`config.mk`:
```
export PLATFORM = sky130hd
export DESIGN_NAME = sliced_logic_unit_flat
export DESIGN_NICKNAME = d
export VERILOG_FILES = /design/src/rtl/sliced_logic_unit_pkg.sv /design/src/rtl/sliced_logic_unit_if.sv /design/src/rtl/sliced_logic_unit_slice_logic.sv /design/src/rtl/sliced_logic_unit.sv /design/src/flat_wrapper.sv
export SDC_FILE = /design/constraint.sdc
export NUM_CORES = 1
export LEC_CHECK = 0
export CAP_MARGIN = 20
export CORE_MARGIN = 4
export CORE_UTILIZATION = 35
export CTS_BUF_LIST = sky130_fd_sc_hd__clkbuf_8
export CTS_CLUSTER_SIZE = 10
export DETAILED_ROUTE_END_ITERATION = 10
export GPL_TIMING_DRIVEN = 0
export PLACE_DENSITY = 0.64
export SYNTH_ARGS = -nofsm -noshare
export SYNTH_HDL_FRONTEND = slang
export SYNTH_SLANG_ARGS = --single-unit
```
`constraint.sdc`:
```
create_clock -name clk -period 3.3 [get_ports clk]
set_input_delay 0.99 -clock clk [delete_from_list [all_inputs] [get_ports clk]]
set_output_delay 0.99 -clock clk [all_outputs]
set_load 0.03 [all_outputs]
```
`src/rtl/sliced_logic_unit_pkg.sv`:
```
// Shared types for the sliced bitwise logic unit.
// Holds the operation encoding and the controller state encoding.
package logic_unit_pkg;

    typedef enum logic [1:0] {
        OP_AND = 2'b00,
        OP_OR  = 2'b01,
        OP_XOR = 2'b10,
        OP_NOR = 2'b11
    } logic_op_t;

    typedef enum logic [1:0] {
        IDLE = 2'b00,
        BUSY = 2'b01,
        DONE = 2'b10
    } state_t;

endpackage

```
`src/rtl/sliced_logic_unit_if.sv`:
```
// Request/response bundle of the sliced logic unit.
// master: start, op, a, b out; busy, done, result, zero in. slave: mirrored.
interface sliced_logic_unit_if
    import logic_unit_pkg::*;
#(
    parameter int WIDTH = 32
);

    logic             start;
    logic_op_t        op;
    logic [WIDTH-1:0] a;
    logic [WIDTH-1:0] b;
    logic             busy;
    logic             done;
    logic [WIDTH-1:0] result;
    logic             zero;

    modport master (
        output start, op, a, b,
        input  busy, done, result, zero
    );

    modport slave (
        input  start, op, a, b,
        output busy, done, result, zero
    );

endinterface

```
`src/rtl/sliced_logic_unit_slice_logic.sv`:
```
// Combinational bitwise operator for one SLICE-bit slice.
// Ports: y = f(op, a, b); a, b slice operands; op selects AND/OR/XOR/NOR.
module slice_logic
    import logic_unit_pkg::*;
#(
    parameter int SLICE = 8
) (
    output logic [SLICE-1:0] y,
    input  logic [SLICE-1:0] a,
    input  logic [SLICE-1:0] b,
    input  logic_op_t        op
);

    wire [SLICE-1:0] y_and;
    wire [SLICE-1:0] y_or;
    wire [SLICE-1:0] y_xor;
    wire [SLICE-1:0] y_nor;

    for (genvar i = 0; i < SLICE; i++) begin : g_bit
        and u_and (y_and[i], a[i], b[i]);
        or  u_or  (y_or[i],  a[i], b[i]);
        xor u_xor (y_xor[i], a[i], b[i]);
        nor u_nor (y_nor[i], a[i], b[i]);
    end

    always_comb begin
        y = '0;
        unique case (op)
            OP_AND: y = y_and;
            OP_OR:  y = y_or;
            OP_XOR: y = y_xor;
            OP_NOR: y = y_nor;
        endcase
    end

endmodule

```
`src/rtl/sliced_logic_unit.sv`:
```
// Multi-cycle bitwise logic unit: SLICE bits per clock, LSB slice first.
// Ports: clk, reset (sync, active-high); bus = start/op/a/b in, busy/done/result/zero out.
module sliced_logic_unit
    import logic_unit_pkg::*;
#(
    parameter int WIDTH = 32,
    parameter int SLICE = 8
) (
    input logic               clk,
    input logic               reset,
    sliced_logic_unit_if.slave bus
);

    localparam int N  = WIDTH / SLICE;
    localparam int CW = (N > 1) ? $clog2(N) : 1;
    localparam logic [CW-1:0] LAST = CW'(N - 1);

    if ((SLICE < 1) || (WIDTH % SLICE != 0)) begin : g_bad_slice
        $fatal(1, "sliced_logic_unit: WIDTH must be a multiple of SLICE");
    end

    state_t           state_q;
    logic [CW-1:0]    cnt_q;
    logic [WIDTH-1:0] a_q;
    logic [WIDTH-1:0] b_q;
    logic_op_t        op_q;
    logic [WIDTH-1:0] result_q;
    logic             zero_q;

    logic [SLICE-1:0] a_sl;
    logic [SLICE-1:0] b_sl;
    logic [SLICE-1:0] y_sl;
    logic [WIDTH-1:0] result_d;

    assign a_sl = a_q[int'(cnt_q) * SLICE +: SLICE];
    assign b_sl = b_q[int'(cnt_q) * SLICE +: SLICE];

    slice_logic #(
        .SLICE (SLICE)
    ) u_slice (
        .y  (y_sl),
        .a  (a_sl),
        .b  (b_sl),
        .op (op_q)
    );

    // Result with the current slice merged in; the zero flag is
    // taken from this so it reflects the final slice too.
    always_comb begin
        result_d = result_q;
        result_d[int'(cnt_q) * SLICE +: SLICE] = y_sl;
    end

    always_ff @(posedge clk) begin
        if (reset) begin
            state_q  <= IDLE;
            cnt_q    <= '0;
            a_q      <= '0;
            b_q      <= '0;
            op_q     <= OP_AND;
            result_q <= '0;
            zero_q   <= 1'b0;
        end else begin
            unique case (state_q)
                IDLE, DONE: begin
                    if (bus.start) begin
                        a_q      <= bus.a;
                        b_q      <= bus.b;
                        op_q     <= bus.op;
                        result_q <= '0;
                        zero_q   <= 1'b0;
                        cnt_q    <= '0;
                        state_q  <= BUSY;
                    end else begin
                        state_q <= IDLE;
                    end
                end
                BUSY: begin
                    result_q <= result_d;
                    if (cnt_q == LAST) begin
                        zero_q  <= (result_d == '0);
                        state_q <= DONE;
                    end else begin
                        cnt_q <= cnt_q + CW'(1);
                    end
                end
                default: state_q <= IDLE;
            endcase
        end
    end

    assign bus.busy   = (state_q == BUSY);
    assign bus.done   = (state_q == DONE);
    assign bus.result = result_q;
    assign bus.zero   = zero_q;

endmodule

```
`src/flat_wrapper.sv`:
```
// flat-port wrapper written by rule: the top's interface ports become plain ports
module sliced_logic_unit_flat import logic_unit_pkg::*;
#(
    parameter int WIDTH = 32,
    parameter int SLICE = 8
)
  (clk, reset, bus_start, bus_op, bus_a, bus_b, bus_busy, bus_done, bus_result, bus_zero);
  sliced_logic_unit_if #(.WIDTH(WIDTH)) bus_i ();
  input logic clk;
  input logic reset;
  input wire logic [$bits(bus_i.start)-1:0] bus_start;
  input wire logic [$bits(bus_i.op)-1:0] bus_op;
  input wire logic [$bits(bus_i.a)-1:0] bus_a;
  input wire logic [$bits(bus_i.b)-1:0] bus_b;
  output wire logic [$bits(bus_i.busy)-1:0] bus_busy;
  output wire logic [$bits(bus_i.done)-1:0] bus_done;
  output wire logic [$bits(bus_i.result)-1:0] bus_result;
  output wire logic [$bits(bus_i.zero)-1:0] bus_zero;
  assign bus_i.start = bus_start;
  assign bus_i.op = bus_op;
  assign bus_i.a = bus_a;
  assign bus_i.b = bus_b;
  assign bus_busy = bus_i.busy;
  assign bus_done = bus_i.done;
  assign bus_result = bus_i.result;
  assign bus_zero = bus_i.zero;
  sliced_logic_unit #(.WIDTH(WIDTH), .SLICE(SLICE)) u_core (.clk(clk), .reset(reset), .bus(bus_i));
endmodule
```
# ---- Yosys cells after proc, flatten, opt, wreduce, memory -nomap -nowiden
# Cells that the tools add are included.
dict set report classes {
  add_sub_neg 2
  n_reduce_logical 9
  muxes 13
  n_shift 4
  eq_ne 9
  bitwise 32
}
# cell count
set ops {}
lappend ops {{case mux 32 bit (2 select lines)} 1}
lappend ops {{variable part select 32 x 6 -> 8 bit} 2}
lappend ops {{negation 5 -> 33 bit} 1}
lappend ops {{variable shift 8 x 33 -> 32 bit (first input constant)} 1}
lappend ops {{variable part select 8 x 33 -> 32 bit} 1}
lappend ops {{bitwise mux 32 bit} 1}
lappend ops {{logical NOT 32 bit} 1}
lappend ops {{two-way mux 32 bit} 1}
lappend ops {{case mux 8 bit (4 select lines)} 1}
lappend ops {{AND 1 bit} 8}
lappend ops {{== test 2 bit (second input constant)} 4}
lappend ops {{NOT 1 bit} 8}
lappend ops {{bitwise OR 1 bit} 8}
lappend ops {{case mux 2 bit (2 select lines)} 2}
lappend ops {{bitwise XOR 1 bit} 8}
lappend ops {{two-way mux 2 bit} 3}
lappend ops {{AND reduction 3 bit} 2}
lappend ops {{== test 2 x 1 -> 1 bit (second input constant)} 2}
lappend ops {{logical NOT 2 bit} 2}
lappend ops {{inequality test 2 bit (second input constant)} 2}
lappend ops {{AND reduction 2 bit} 2}
lappend ops {{two-way mux 1 bit} 3}
lappend ops {{adder 2 x 1 -> 2 bit (second input constant)} 1}
lappend ops {{inequality test 2 x 1 -> 1 bit (second input constant)} 1}
lappend ops {{3 further kinds} 3}
dict set report totals {
  reg_bits 103
  inputBits 69
}

# ---- Logic depth before layout (Yosys ltp)
dict set report depth {
  word_depth 9
  ltp_mapped 11
}

# ---- Modules after synthesis
# Synthesis repeated with hierarchy kept, for this count alone.
dict set report hier_totals {
  cells_unflattened 511
  area_unflattened_um2 4748.3
}
# module instances cells_each seq_area_each_um2 area_per_inst_um2
set modules_own_cells {}
lappend modules_own_cells {sliced_logic_unit 1 452 2062.0 4221.5}
lappend modules_own_cells {slice_logic 1 59 0.0 526.8}

# ---- Least setup slack after synthesis
# OpenSTA, ideal clock, no wires.
dict set report synth_path {
  kind {flip-flop to flip-flop}
  from {register u_core.cnt_q[0]}
  to {register u_core.zero_q, in the netlist u_core.bus.zero}
  setup_time_ns 0.069
  arrival_time_ns 2.942
  path_stages_with_launch 12
  slack_ns 0.289
  cell_sequence {dfxtp_1 -> buf_2 -> buf_2 -> mux4_2 -> inv_1 -> ha_1 -> mux2_2 -> nand2_1 -> o2111a_1 -> nand4_1 -> a2111o_1 -> o21ai_1}
}
dict set report synth_via {
  elab_chain_len 9
  word_cells_on_any_way 45
}
# item line_no
set synth_rtl {}
lappend synth_rtl {{start: declaration} sliced_logic_unit.sv:23} ;# logic [CW-1:0] cnt_q;
lappend synth_rtl {{start signal: assignment} sliced_logic_unit.sv:84} ;# cnt_q <= cnt_q + CW'(1);
lappend synth_rtl {{variable part select 32 x 6 -> 8 bit (on tied branches)} {sliced_logic_unit.sv:35, sliced_logic_unit.sv:36}}
lappend synth_rtl {{bitwise OR 1 bit} {sliced_logic_unit_slice_logic.sv:21, sliced_logic_unit_slice_logic.sv:23}}
lappend synth_rtl {{NOT 1 bit} sliced_logic_unit_slice_logic.sv:23} ;# nor u_nor (y_nor[i], a[i], b[i]);
lappend synth_rtl {{case mux 8 bit (4 select lines)} sliced_logic_unit_slice_logic.sv:28} ;# unique case (op)
lappend synth_rtl {{variable part select 8 x 33 -> 32 bit} sliced_logic_unit.sv:51} ;# result_d[int'(cnt_q) * SLICE +: SLICE] = y_sl;
lappend synth_rtl {{bitwise mux 32 bit} sliced_logic_unit.sv:51}
lappend synth_rtl {{logical NOT 32 bit} sliced_logic_unit.sv:81} ;# zero_q <= (result_d == '0);
lappend synth_rtl {{two-way mux 1 bit} sliced_logic_unit.sv:80} ;# if (cnt_q == LAST) begin
lappend synth_rtl {{case mux 1 bit (2 select lines)} sliced_logic_unit.sv:64} ;# unique case (state_q)
lappend synth_rtl {{end signal: assignment} sliced_logic_unit.sv:81}
lappend synth_rtl {{end: declaration} sliced_logic_unit.sv:28} ;# logic zero_q;
# Parallel ways exist; a longest one is shown, timed or not. The select of a mux whose other input is x is not followed.
# A chain may end at the register's enable or synchronous reset.

# ---- Worst setup path after layout
dict set report layout_path {
  from {register u_core.cnt_q[1]}
  to {register u_core.zero_q, in the netlist u_core.bus.zero}
}
# The elaborated chain is that of the path after synthesis.

==> flow_summary.toml <==
[logic_synthesis]
ys_top_cells_by_area = "dfxtp_1 (44%), nand2_1 (14%), a21oi_1 (7.8%)"
synth-xor-area-share_pct = 0
synthCells = 567
synth_edf_count = 0
syn-cell-area_um2 = 4721
ys_types = 47
synth.largest_area_cell = "dfxtp_1"
synth_compound_area_share_pct = 16.70
synth_top_family_by_area = "simple AND/OR/NAND/NOR gates"
synthAdderAreaFrac_pct = 5.831
synth_top_area_share_pct = 43.68
synthFlopType = "dfxtp_1"
ys_ff_latch = 103
synthArstFlopShare_pct = 0
synthesis.nets = 658
ys_seq_area_share_pct = 43.68
synthMuxAreaShare_pct = 9.303
synth-simple-area-share_pct = 19.59
syn_area_per_cell_um2 = 8.326
yosys_warnings = 0

[grt]
grt-ovfl-total = 0
grt_max_degree = 17
grt_pass1_vias = 4201
grt_pass1_wl_um = 20260
antenna_found_initial = 0
grt.total_usage_pct = 17.11

[timing]
fin_skew_ns = 0.01652
tightest_slew_ns = 0.7321
setup_viol_count_final = 0
timing.fmax_mhz = 325.3
drv_slew = 0
finalWorstSetupSlack_ns = 0.2256
finalHoldViolCount = 0
maxSlewHeadroom_pct = 51.20
fin_crit_sh_pct = 93.16
grt_setup_unrepaired = "false"
post-route-min-period_ns = 3.074

[critical_path]
path_buf_inv = 3
required_ns = 3.60
critPathArrivalTime_ns = 3.37
crit_top_cell = "clkbuf_2"
r2r_cells = 10
r2r_slack_ns = 0.23
worstSetupPathType = "flip-flop to flip-flop"
timing.rr.start = "u_core.cnt_q[1]$_SDFFE_PP0P_"
worst_path_max_delay_cell = "a2111o_1"
path_max_fanout = 10
cp.depth = 10
end_kind = "flip-flop"
crit_family = "compound AO/OA/AOI/OAI gates"
cp-start-kind = "flip-flop"
worst_r2r_endpoint = "u_core.bus.zero$_SDFFE_PP0P_"
endpoint = "u_core.bus.zero$_SDFFE_PP0P_"
max_stage_delay_ns = 0.44
critical_path.startpoint = "u_core.cnt_q[1]$_SDFFE_PP0P_"
cp_cell_sequence = "clkbuf_2 > clkbuf_2 > mux4_2 > inv_1 > ha_1 > and2b_4 > o31ai_4 > nand4_1 > a2111o_1 > o21ai_1"

[clock_tree]
cts_tree = "done"
cts-root-buf = "clkbuf_8"
cts_buffer_depth = 2
cts.sinks = 103
htreeDepth = 3
clk-insertion-delay-late_ns = 0.38
path_clk_slew_ns = 0.09
cts_made_buffers = 9
ctsHoldBuffers = 0

[floorplan]
fp.dieW_um = 124.1
core_area_um2 = 13240
initial_core_util_pct = 35.65
fp.dieH_um = 124.1
row_count = 42
die_area_um2 = 15410
io_pins = 104

[layout]
diodes = 0
layout_common_cells = "nand2_1 (174), clkdlybuf4s50_1 (103), dfxtp_1 (102), a21oi_1 (74), o21ai_0 (29)"
drive_gt1_share_pct = 7.849
area_growth_pct = 30.96
layout_commonest_cell = "nand2_1"
fillers = 1327
finalNetCount = 774
fin_area_um2 = 6182

[placement]
dp_hpwl_um = 10030
placed_cell_area_um2 = 5972
io_buffers = 103
place.gp.congestion = 0.8414
pre_cts_ws_ns = -0.3537

[run_status]
outcome = "finished, final reports clean"

[detailed_routing]
drtIter0Drc = 233
routed_wirelength_um = 12940
ant_nets = 0
viasPerCell = 4.995
wl_per_cell_um = 14.97
drc_errors = 0
first_pass_iters = 4
num_vias = 4316

[power]
powerDensity_nw_per_um2 = 405.1
p_switching_w = 0.0007188
power_w = 0.002505
max-vdd-ir-drop_v = 0.0001802
combPwrFrac_pct = 18.9
clock_power_share_pct = 28.1
pwr-share-seq_pct = 53.0
p_leak_nw = 2.261
p_int_w = 0.001786
switching_share_pct = 28.70

[worst_hold_path]
min_path_type = "flip-flop to flip-flop"

[job]
cap_violations = 0
## stage by stage
step | TNS, ns | utilization (%) | cells | hold slack (ns)
6_report | 0 | 46.68 | 864 | 0.4591
5_1_grt | 0 | 46.68 | 864 | 0.4790
4_1_cts | 0 | 46.47 | 862 | 0.4588
3_5_place_dp | -0.3537 | 45.10 | 846 | 0.4458
3_3_place_gp | -0.3337 | 45.10 | 846 | 0.4394
2_1_floorplan | 0 | - | 567 | 0.4331
## synthesized netlist by cell type, drive strengths merged, types with 3 or more instances
| cell | count |
|---|---|
| nor2 | 16 |
| nand2 | 175 |
| o22ai | 3 |
| nand2b | 3 |
| clkbuf | 22 |
| nand3 | 3 |
| buf | 10 |
| dfxtp | 103 |
| a21oi | 76 |
| o21a | 3 |
| inv | 26 |
| mux4 | 16 |
| nor4 | 6 |
| a211oi | 3 |
| ha | 22 |
| nor2b | 5 |
| mux2 | 6 |
| nor3 | 5 |
| and2b | 3 |
| o21ai | 40 |
## per-layer routing
layer / GRT usage [%] / wire length, um / up-vias
met5: 0 / 0 / -
met4: 5.818 / 204 / 0
met3: 2.952 / 655 / 16
met2: 28.61 / 6270 / 120
met1: 22.37 / 5805 / 2032
li1: - / - / 2148
## repair_timing
| action | in CTS | in global routing |
|---|---|---|
| setup endpoints to repair | 1 | 1 |
| gates resized for setup | 4 | 5 |
| setup buffers | 0 | 2 |
| pin swaps | 0 | 1 |
## cell families (layout without fill, tap and decap cells)
family                     after synthesis  after routing
and+or+nand+nor                        224            224
AOI/OAI and AO/OA                      138            138
DFF                                    103            103
buffers and inverters                   58            179
adders and majority gates               22             22
muxes                                   22             22
## power by group through the flow
| stage | Sequential [W] | Clock (W) | Combinational, W |
|---|---|---|---|
| 6_report | 0.00133 | 0.000703 | 0.000474 |
| 4_1_cts | 0.00133 | 0.000714 | 0.000467 |
| 3_3_place_gp | 0.00135 | 0 | 0.000452 |
| 3_5_place_dp | 0.00136 | 0 | 0.000461 |
| 5_1_grt | 0.00133 | 0.000762 | 0.000522 |
| 2_1_floorplan | 0.00135 | 0 | 0.000280 |
## how the worst min path moves through the flow
stage | to | cells after the start | slack (ns) | from
finish | u_core.b_q[28]$_SDFFE_PP0P_ | 2 | 0.46 | u_core.b_q[28]$_SDFFE_PP0P_
detailed placement | u_core.b_q[2]$_SDFFE_PP0P_ | 2 | 0.45 | u_core.b_q[2]$_SDFFE_PP0P_
floorplan | u_core.a_q[16]$_SDFFE_PP0P_ | 2 | 0.43 | u_core.a_q[16]$_SDFFE_PP0P_
global placement | u_core.a_q[2]$_SDFFE_PP0P_ | 2 | 0.44 | u_core.a_q[2]$_SDFFE_PP0P_
global route | u_core.a_q[23]$_SDFFE_PP0P_ | 2 | 0.48 | u_core.a_q[23]$_SDFFE_PP0P_
CTS | u_core.b_q[20]$_SDFFE_PP0P_ | 2 | 0.46 | u_core.b_q[20]$_SDFFE_PP0P_
## area by class of cell
cell class,count,area [um2],area share (%)
Clock inverter,7,42.54,0.6881
Clock buffer,9,123.9,2.004
Buffer,32,145.1,2.348
Timing Repair Buffer,105,1046,16.92
Tap cell,176,220.2,3.562
Multi-Input combinational cell,406,2444,39.53
Sequential cell,103,2063,33.37
Inverter,26,97.59,1.579
## registers in the layout, summed over array words and instances, names as in the netlist
signal,count
u_core.a_q,32
u_core.bus.zero,1
u_core.state_q,2
u_core.bus.result,32
u_core.b_q,32
u_core.op_q,2
u_core.cnt_q,2
## worst reg2reg max path, delay by kind of cell (launching register included)
family                   cells  cell delay (ns)
AO/OA/AOI/OAI                3             0.97
adder cells (fa/ha/maj)      1             0.13
buffers and inverters        3             0.72
flip-flops                   1             0.39
multiplexers                 1             0.43
AND/OR/NAND/NOR              2             0.37
No activity file was read; power rests on OpenSTA's default activity.
